$ cat src/rtl/prince_inv_sbox_layer_glm.sv
// Masked PRINCE inverse S-box layer, nibble-serial, 2 shares, GLM expansion.
// Ports: clk, rst (sync, active-high), start, in_s0/in_s1 (input shares),
//   rnd (refresh bits), busy, done (pulse), out_s0/out_s1 (result shares).
// Build option: define GLM_REFRESH_EN to XOR rnd into the cross-domain terms.
module prince_inv_sbox_layer_glm (
  input  logic        clk,
  input  logic        rst,
  input  logic        start,
  input  logic [63:0] in_s0,
  input  logic [63:0] in_s1,
  input  logic [3:0]  rnd,
  output logic        busy,
  output logic        done,
  output logic [63:0] out_s0,
  output logic [63:0] out_s1
);

  typedef enum logic [1:0] {
    IDLE,
    RUN,
    DRAIN,
    DONE
  } state_t;

  state_t      state;
  logic [3:0]  cnt;
  logic        dcnt;
  logic [63:0] sh0;
  logic [63:0] sh1;

  logic        v1;
  logic [3:0]  idx1;
  logic [3:0]  p00;
  logic [3:0]  p01;
  logic [3:0]  p10;
  logic [3:0]  p11;

  logic        v2;
  logic [3:0]  idx2;
  logic [3:0]  q0;
  logic [3:0]  q1;

  logic [3:0]  na;
  logic [3:0]  nb;
  logic [3:0]  r;
  logic [15:0] ex;

  function automatic logic [3:0] sinv(input logic [3:0] x);
    logic [3:0] y;
    unique case (x)
      4'h0: y = 4'hB;
      4'h1: y = 4'h7;
      4'h2: y = 4'h3;
      4'h3: y = 4'h2;
      4'h4: y = 4'hF;
      4'h5: y = 4'hD;
      4'h6: y = 4'h8;
      4'h7: y = 4'h9;
      4'h8: y = 4'hA;
      4'h9: y = 4'h6;
      4'hA: y = 4'h4;
      4'hB: y = 4'h0;
      4'hC: y = 4'h5;
      4'hD: y = 4'hE;
      4'hE: y = 4'hC;
      default: y = 4'h1;
    endcase
    return y;
  endfunction

  // Algebraic normal form of output bit b (Moebius transform of the table).
  // Entry m is the coefficient of the monomial prod_{i in m} x_i.
  function automatic logic [15:0] anf(input int b);
    logic [15:0] t;
    logic [3:0]  s;
    t = '0;
    for (int x = 0; x < 16; x++) begin
      s = sinv(4'(x));
      t[x] = s[b];
    end
    for (int i = 0; i < 4; i++) begin
      for (int x = 0; x < 16; x++) begin
        if (((x >> i) & 1) == 1)
          t[x] = t[x] ^ t[x ^ (1 << i)];
      end
    end
    return t;
  endfunction

  // Share expansion of every cubic monomial over x = a ^ b.
  // Each sub-term takes bits u from share a and m\u from share b:
  // pure-a -> d00, pure-b -> d11, mixed terms go to d01 when share a
  // dominates the term, otherwise to d10.
  function automatic logic [15:0] expand(
    input logic [3:0] a,
    input logic [3:0] b
  );
    logic [3:0]  d00;
    logic [3:0]  d01;
    logic [3:0]  d10;
    logic [3:0]  d11;
    logic [15:0] c;
    logic [3:0]  m4;
    logic [3:0]  u4;
    logic [3:0]  w4;
    logic        tm;
    d00 = '0;
    d01 = '0;
    d10 = '0;
    d11 = '0;
    for (int o = 0; o < 4; o++) begin
      c = anf(o);
      for (int m = 0; m < 16; m++) begin
        for (int u = 0; u < 16; u++) begin
          m4 = 4'(m);
          u4 = 4'(u);
          w4 = m4 & ~u4;
          if (c[m] && ((u4 & ~m4) == 4'd0)) begin
            tm = ((a & u4) == u4) && ((b & w4) == w4);
            if (u4 == m4)
              d00[o] = d00[o] ^ tm;
            else if (u4 == 4'd0)
              d11[o] = d11[o] ^ tm;
            else if ($countones(u4) >= $countones(w4))
              d01[o] = d01[o] ^ tm;
            else
              d10[o] = d10[o] ^ tm;
          end
        end
      end
    end
    return {d11, d10, d01, d00};
  endfunction

  assign na = sh0[{cnt, 2'b00} +: 4];
  assign nb = sh1[{cnt, 2'b00} +: 4];

`ifdef GLM_REFRESH_EN
  assign r = rnd;
`else
  logic unused_rnd;
  assign unused_rnd = ^rnd;
  assign r = 4'd0;
`endif

  always_comb begin
    ex = expand(na, nb);
  end

  always_ff @(posedge clk) begin
    if (rst) begin
      state  <= IDLE;
      cnt    <= '0;
      dcnt   <= 1'b0;
      busy   <= 1'b0;
      done   <= 1'b0;
      sh0    <= '0;
      sh1    <= '0;
      v1     <= 1'b0;
      idx1   <= '0;
      p00    <= '0;
      p01    <= '0;
      p10    <= '0;
      p11    <= '0;
      v2     <= 1'b0;
      idx2   <= '0;
      q0     <= '0;
      q1     <= '0;
      out_s0 <= '0;
      out_s1 <= '0;
    end else begin
      done <= 1'b0;
      v1   <= 1'b0;
      unique case (state)
        IDLE: begin
          if (start) begin
            sh0   <= in_s0;
            sh1   <= in_s1;
            cnt   <= '0;
            busy  <= 1'b1;
            state <= RUN;
          end
        end
        RUN: begin
          v1   <= 1'b1;
          idx1 <= cnt;
          p00  <= ex[3:0];
          // same refresh bit into both cross terms; cancels in stage 2
          p01  <= ex[7:4] ^ r;
          p10  <= ex[11:8] ^ r;
          p11  <= ex[15:12];
          cnt  <= cnt + 4'd1;
          dcnt <= 1'b0;
          if (cnt == 4'd15)
            state <= DRAIN;
        end
        DRAIN: begin
          dcnt <= ~dcnt;
          if (dcnt) begin
            state <= DONE;
            done  <= 1'b1;
          end
        end
        DONE: begin
          busy  <= 1'b0;
          state <= IDLE;
        end
      endcase
      v2   <= v1;
      idx2 <= idx1;
      q0   <= p00 ^ p01;
      q1   <= p11 ^ p10;
      if (v2) begin
        out_s0[{idx2, 2'b00} +: 4] <= q0;
        out_s1[{idx2, 2'b00} +: 4] <= q1;
      end
    end
  end

endmodule

$ cat config.mk
export PLATFORM = sky130hd
export DESIGN_NAME = prince_inv_sbox_layer_glm
export DESIGN_NICKNAME = d
export VERILOG_FILES = /design/src/rtl/prince_inv_sbox_layer_glm.sv
export SDC_FILE = /design/constraint.sdc
export NUM_CORES = 1
export LEC_CHECK = 0
export BUFFER_PORTS_ARGS = -buffer_cell sky130_fd_sc_hd__buf_2
export CORE_MARGIN = 2
export CORE_UTILIZATION = 55
export DETAILED_ROUTE_END_ITERATION = 10
export PLACE_DENSITY = 0.8
export SLEW_MARGIN = 20
export SYNTH_ARGS = -nofsm -noshare
export SYNTH_HDL_FRONTEND = slang
export SYNTH_SLANG_ARGS = --single-unit
$ cat constraint.sdc
create_clock -name clk -period 3.5 [get_ports clk]
set_clock_uncertainty 0.1 [all_clocks]
set_input_delay 0.525 -clock clk [delete_from_list [all_inputs] [get_ports clk]]
set_output_delay 0.525 -clock clk [all_outputs]
set_load 0.005 [all_outputs]
== Word-level counts from Yosys, hierarchy flattened ==
Cells that the tools add are included.

* Flip-flop bits (word level): 299
* Input bits: 135
* Output and inout bits: 130
* Word-level logic and storage cells: 221

* $add $sub $neg: 2
* Eq/ne operators: 27
* Shifts and indexed selects: 5
* Mux-type cells: 13
* Bitwise logic cells: 112
* Reduce and logical (&&, ||, !) cells: 43

{| class="wikitable"
|+ Operators by type and width
! cell !! count
|-
| $bwmux W64 || 2
|-
| $shiftx A4 B8 Y64 || 2
|-
| $shiftx A64 B7 Y4 || 2
|-
| $xor A1 B1 Y1 || 105
|-
| $shift A4 B8 Y64 const A || 1
|-
| $logic_and A1 B1 Y1 || 34
|-
| $eq A2 B2 Y1 const B || 14
|-
| $eq A3 B3 Y1 const B || 8
|-
| $neg A6 Y8 || 1
|-
| $pmux W2 S4 || 1
|-
| $pmux W4 S2 || 1
|-
| $xor A4 B4 Y4 || 2
|-
| $mux W2 || 3
|-
| $ne A2 B2 Y1 const B || 3
|-
| $reduce_and A2 Y1 || 3
|-
| $reduce_bool A2 Y1 || 3
|-
| $not A1 Y1 || 5
|-
| $add A4 B1 Y4 const B || 1
|-
| $eq A4 B4 Y1 const B || 1
|-
| $mux W4 || 1
|-
| $pmux W1 S2 || 2
|-
| $mux W1 || 3
|-
| $reduce_and A3 Y1 || 1
|-
| $eq A2 B1 Y1 const B || 1
|-
| 2 further kinds || 2
|}

== Longest topological paths before layout ==
* Depth after elaboration: 18
* Depth in mapped cells: 14
* Depth with buffers taken out: 9

== Least setup slack after synthesis ==
OpenSTA, ideal clock, no wires.

* Path type: reg-to-reg
* Start point: register cnt[0]
* End point: register p01[0]
* Library setup time: 0.135 ns
* Arrival: 2.803 ns
* Required time: 3.265 ns
* Setup slack: 0.462 ns
* Cell stages (with the launch flop): 13
* Buffers on the path: 3
* Period minus slack after synthesis: 3.038 ns
* Path through: dfxtp_1 -> buf_6 -> buf_12 -> mux4_2 -> mux2i_1 -> o32a_1 -> buf_2 -> nor2_2 -> xor2_1 -> mux4_2 -> a211oi_2 -> xnor2_1 -> a211oi_2

* Longest elaborated chain between the ends: 13
* Elaborated cells between the ends (all ways): 30
* Those cells by class: eq/ne: 5; shift: 2; bitwise: 11; reduce/logical: 12

{| class="wikitable"
|+ RTL lines
! item !! RTL line !! text
|-
| from (decl) || 26 || <nowiki>logic [3:0] cnt;</nowiki>
|-
| from (signal assigned) || 192 || <nowiki>cnt <= cnt + 4'd1;</nowiki>
|-
| $shiftx A64 B7 Y4, on equally long branches || 135, 136 ||
|-
| $logic_and A1 B1 Y1, on equally long branches || - ||
|-
| $xor A1 B1 Y1 (10 in a row) || 125 || <nowiki>d01[o] = d01[o] ^ tm;</nowiki>
|-
| $xor A1 B1 Y1 (*) || 125 ||
|-
| to (signal assigned) || 189 || <nowiki>p01 <= ex[7:4] ^ r;</nowiki>
|-
| to (decl) || 34 || <nowiki>logic [3:0] p01;</nowiki>
|}

Every way passes the cells marked *; elsewhere a longest branch is shown, timed or not.
A chain may end at the register's enable or synchronous reset.

== Worst setup path after layout ==
* Start point: register cnt[0]
* End point: register p10[3]

* Longest elaborated chain between the ends: 11
* Elaborated cells between the ends (all ways): 25
* Those cells by class: eq/ne: 6; shift: 2; bitwise: 8; reduce/logical: 9

{| class="wikitable"
|+ RTL lines
! item !! RTL line !! text
|-
| $shiftx A64 B7 Y4 || 136 || <nowiki>assign nb = sh1[{cnt, 2'b00} +: 4];</nowiki>
|-
| $eq A2 B2 Y1 || - ||
|-
| $logic_and A1 B1 Y1 || 119 || <nowiki>tm = ((a & u4) == u4) && ((b & w4) == w4);</nowiki>
|-
| $xor A1 B1 Y1 (7 in a row) || 127 || <nowiki>d10[o] = d10[o] ^ tm;</nowiki>
|-
| $xor A1 B1 Y1 (*) || 127 ||
|-
| to (signal assigned) || 190 || <nowiki>p10 <= ex[11:8] ^ r;</nowiki>
|-
| to (decl) || 35 || <nowiki>logic [3:0] p10;</nowiki>
|}

Marks and branches as above.

==> results.sh <==
export IMPL_setup_repair_after_global_routing_missed_its_margin="false"
export IMPL_dp_slack_ps=206
export IMPL_worst_ep_required_time_ps=3820
export IMPL_synth_edff_count=0
export IMPL_syn_nets=1593
export IMPL_grt_pass1_wl_um=51300
export IMPL_final_cell_area_um2=15200
export IMPL_power_leakage_nw=6.79
export IMPL_distinct_cell_type_count_after_synthesis=75
export IMPL_sequential_to_total_area_share_from_yosys_stat=0.470
export IMPL_ys_top_cells_by_area="sky130_fd_sc_hd__dfxtp_1 (47%), sky130_fd_sc_hd__mux2i_1 (10%), sky130_fd_sc_hd__nand2_1 (9.7%), sky130_fd_sc_hd__a21oi_1 (6.7%), sky130_fd_sc_hd__nor2_1 (4.9%)"
export IMPL_detailroute_via_count=10900
export IMPL_worst_skew_pair_late_latency_ps=550
export IMPL_io_pins=265
export IMPL_maxSlewHeadroom=0.390
export IMPL_holdPathStages=3
export IMPL_fmax_mhz=300
export IMPL_layout_filler_cells=1827
export IMPL_syn_inst=1450
export IMPL_yosys_area_top_type_share=0.470
export IMPL_port_buffers=260
export IMPL_synthArstFlopShare=0
export IMPL_critical_path_n_buffers_inverters=2
export IMPL_post_synth_top_count_cell="sky130_fd_sc_hd__nand2_1"
export IMPL_globalRouteMet1Util=0.337
export IMPL_initialDrtViolationCount=729
export IMPL_rows=55
export IMPL_critical_path_slowest_cell="sky130_fd_sc_hd__mux4_2"
export IMPL_drt_first_pass_iters=7
export IMPL_cpLargestDelayFamily="compound AO/OA/AOI/OAI gates"
export IMPL_layout_worst_path_cycle_share=0.952
export IMPL_worst_ir_drop_vdd_mv=0.490
export IMPL_critPathMaxFanout=18
export IMPL_total_global_routing_overflow=0
export IMPL_totalNegativeSetupSlack_ps=0
export IMPL_cell_types_with_the_highest_counts_after_synthesis="sky130_fd_sc_hd__nand2_1 (329), sky130_fd_sc_hd__dfxtp_1 (299), sky130_fd_sc_hd__a21oi_1 (170)"
export IMPL_finalHoldViolCount=0
export IMPL_post_cts_hold_fix_bufs=0
export IMPL_flops_latches_synth=299
export IMPL_layout_drive_gt1_share=0.228
export IMPL_syn_area_per_cell_um2=8.78
export IMPL_critical_path_max_stage_delay_ps=550
export IMPL_drc_errors=0
export IMPL_ff2ff_path_depth=10
export IMPL_hold_path_class="in -> reg"
export IMPL_netlist_area_um2=12700
export IMPL_number_of_nets_in_the_final_layout=1802
export IMPL_path_depth=10
export IMPL_clock_root_buffer="sky130_fd_sc_hd__clkbuf_16"
export IMPL_cts_root_to_sink_buffers=3
export IMPL_num_antenna_cells=0
export IMPL_ctsHtreeMaxLevel=1
export IMPL_met3_usage=0.0383
export IMPL_fp_coreArea_um2=22700
export IMPL_criticalPathCategory="reg -> reg"
export IMPL_die_height_um=156
export IMPL_grt_most_used_layer="met2"
export IMPL_fin_crit_ps=3330
export IMPL_first_global_vias=10200
export IMPL_cts_made_buffers=30
export IMPL_timing_final_max_slew_violations=0
export IMPL_use_met2=0.448
export IMPL_crit_chain="buf_12, mux4_2, a22oi_1, nand2_1, buf_4, a2bb2oi_1, o211a_2, nor3_1, or2_0, a2111oi_2"
export IMPL_globalRouteTotalUtil=0.257
export IMPL_place_detailed_hpwl_um=22700
export IMPL_wire_per_inst_um=16.6
export IMPL_post_route_worst_setup_slack_ps=169
export IMPL_placedInstanceArea_um2=14200
export IMPL_cts_sinks=299
export IMPL_cts_repair_resized=0
export IMPL_die_outline_width_um=156
export IMPL_ys_flop_type="sky130_fd_sc_hd__dfxtp_1"
export IMPL_power_per_cell_area_nw_per_um2=621
export IMPL_die_area_um2=24400
export IMPL_timing_reg2reg_setup_slack_ps=170
export IMPL_routed_wire_length_um=32500
export IMPL_cts_setup_buffers=0
export IMPL_least_margin_pin_slew_ps=915
export IMPL_worst_setup_hold_path_clk_slew_ps=60
export IMPL_sort_of_element_at_the_start_of_the_critical_path="register"
export IMPL_critical_path_endpoint_type="register"
export IMPL_gp_congestion=0.879
export IMPL_run_status="finished, final reports clean"
export IMPL_route_detailed_vias_per_inst=5.57
export IMPL_antenna_violating_nets_post_route=0
export IMPL_netlist_top_cell_by_area="sky130_fd_sc_hd__dfxtp_1"
export IMPL_grt_antenna_before_repair=1
export IMPL_grt_max_degree=135
export IMPL_tritoncts_clock_tree="built"
export IMPL_arrival_ps=3650
export IMPL_cap_viol_max_count=0
export IMPL_initial_core_util=0.561
export IMPL_setup_violations_final=0
export IMPL_area_growth_pct=19.1
export IMPL_ys_warnings_count=0
-- metal layers --
| layer | wire length [um] | part of all wire |
|---|---|---|
| met1 | 13900 | 0.43 |
| met5 | 14 | 0.00043 |
| met2 | 15700 | 0.48 |
| met3 | 2240 | 0.069 |
| met4 | 605 | 0.019 |
-- cells in the final DEF (no fill, tap or decap), types with 5 or more instances in the layout --
cell	netlist	layout
sky130_fd_sc_hd__nand2_1	329	328
sky130_fd_sc_hd__dfxtp_1	299	298
sky130_fd_sc_hd__buf_2	11	259
sky130_fd_sc_hd__a21oi_1	170	170
sky130_fd_sc_hd__nor2_1	167	166
sky130_fd_sc_hd__mux2i_1	127	127
sky130_fd_sc_hd__clkbuf_16	0	31
sky130_fd_sc_hd__mux4_2	23	23
sky130_fd_sc_hd__buf_4	1	21
sky130_fd_sc_hd__nand3_1	19	19
sky130_fd_sc_hd__xnor2_1	17	17
sky130_fd_sc_hd__and3_1	17	17
sky130_fd_sc_hd__o21ai_0	12	12
sky130_fd_sc_hd__and2_1	13	12
sky130_fd_sc_hd__nor3_1	10	10
sky130_fd_sc_hd__nand2b_1	9	9
sky130_fd_sc_hd__nor2b_1	9	9
sky130_fd_sc_hd__inv_1	8	8
sky130_fd_sc_hd__a211oi_1	8	8
sky130_fd_sc_hd__ha_1	8	8
sky130_fd_sc_hd__nand4_1	7	7
sky130_fd_sc_hd__xor2_1	7	7
sky130_fd_sc_hd__clkbuf_1	85	7
sky130_fd_sc_hd__buf_12	1	7
sky130_fd_sc_hd__clkinv_2	0	6
sky130_fd_sc_hd__clkbuf_8	0	6
sky130_fd_sc_hd__a221oi_2	5	5
sky130_fd_sc_hd__a22oi_1	5	5
sky130_fd_sc_hd__o211ai_1	5	5
-- path summary, 6_finish.rpt --
| kind | startpoint | end |
|---|---|---|
| max reg2reg | cnt[0] | p10[3] |
| max | cnt[0] | p10[3] |
| min reg2reg | v1 | v2 |
| min | in_s0[36] | sh0[36] |
-- state kept, by name, summed over array words and instances, names as in the netlist --
| name | count |
|---|---|
| p00 | 4 |
| idx1 | 4 |
| q1 | 4 |
| dcnt | 1 |
| cnt | 4 |
| v1 | 1 |
| done | 1 |
| v2 | 1 |
| p10 | 4 |
| sh1 | 64 |
| busy | 1 |
| state | 2 |
| q0 | 4 |
| p01 | 4 |
| p11 | 4 |
| out_s1 | 64 |
| idx2 | 4 |
| sh0 | 64 |
| out_s0 | 64 |
-- kinds of logic after synthesis --
kind of cell,share of synthesized area
compound gates,0.116
xor+xnor,0.0183
fa+ha+maj,0.00786
buf+inv,0.0404
flops,0.470
mux,0.152
simple gates,0.196
-- layout make-up --
cell class,instances,area (um^2),area share
Sequential cell,299,5990,0.395
Inverter,8,30.0,0.00198
Tap cell,285,357,0.0235
Clock inverter,7,60.1,0.00396
Clock buffer,43,871,0.0574
Timing Repair Buffer,288,1610,0.106
Multi-Input combinational cell,1032,6250,0.412
-- power by group --
| part | internal [mW] | switching (mW) |
|---|---|---|
| clock network | 1.78 | 1.27 |
| logic | 0.898 | 1.36 |
| registers | 3.78 | 0.330 |
| total | 6.46 | 2.96 |
-- per-stage QoR --
step           hold slack, ps  instances  utilization  power, mW
6_report                  114       1962        0.668       9.42
5_1_grt                   103       1962        0.668       9.88
4_1_cts                  98.9       1962        0.667       9.45
3_5_place_dp              328       1912        0.627       6.42
3_3_place_gp              323       1912        0.627       6.35
2_1_floorplan             314       1450            -       5.79
-- worst reg2reg max path: cells and delay by family, from the launching register on --
kind                   cells  cell delay [ps]
buffers and inverters      2              480
flip-flops                 1              440
AO/OA/AOI/OAI              4             1030
multiplexers               1              560
AND/OR/NAND/NOR            3              590
Note: power is estimated with default switching activity, not from simulation.
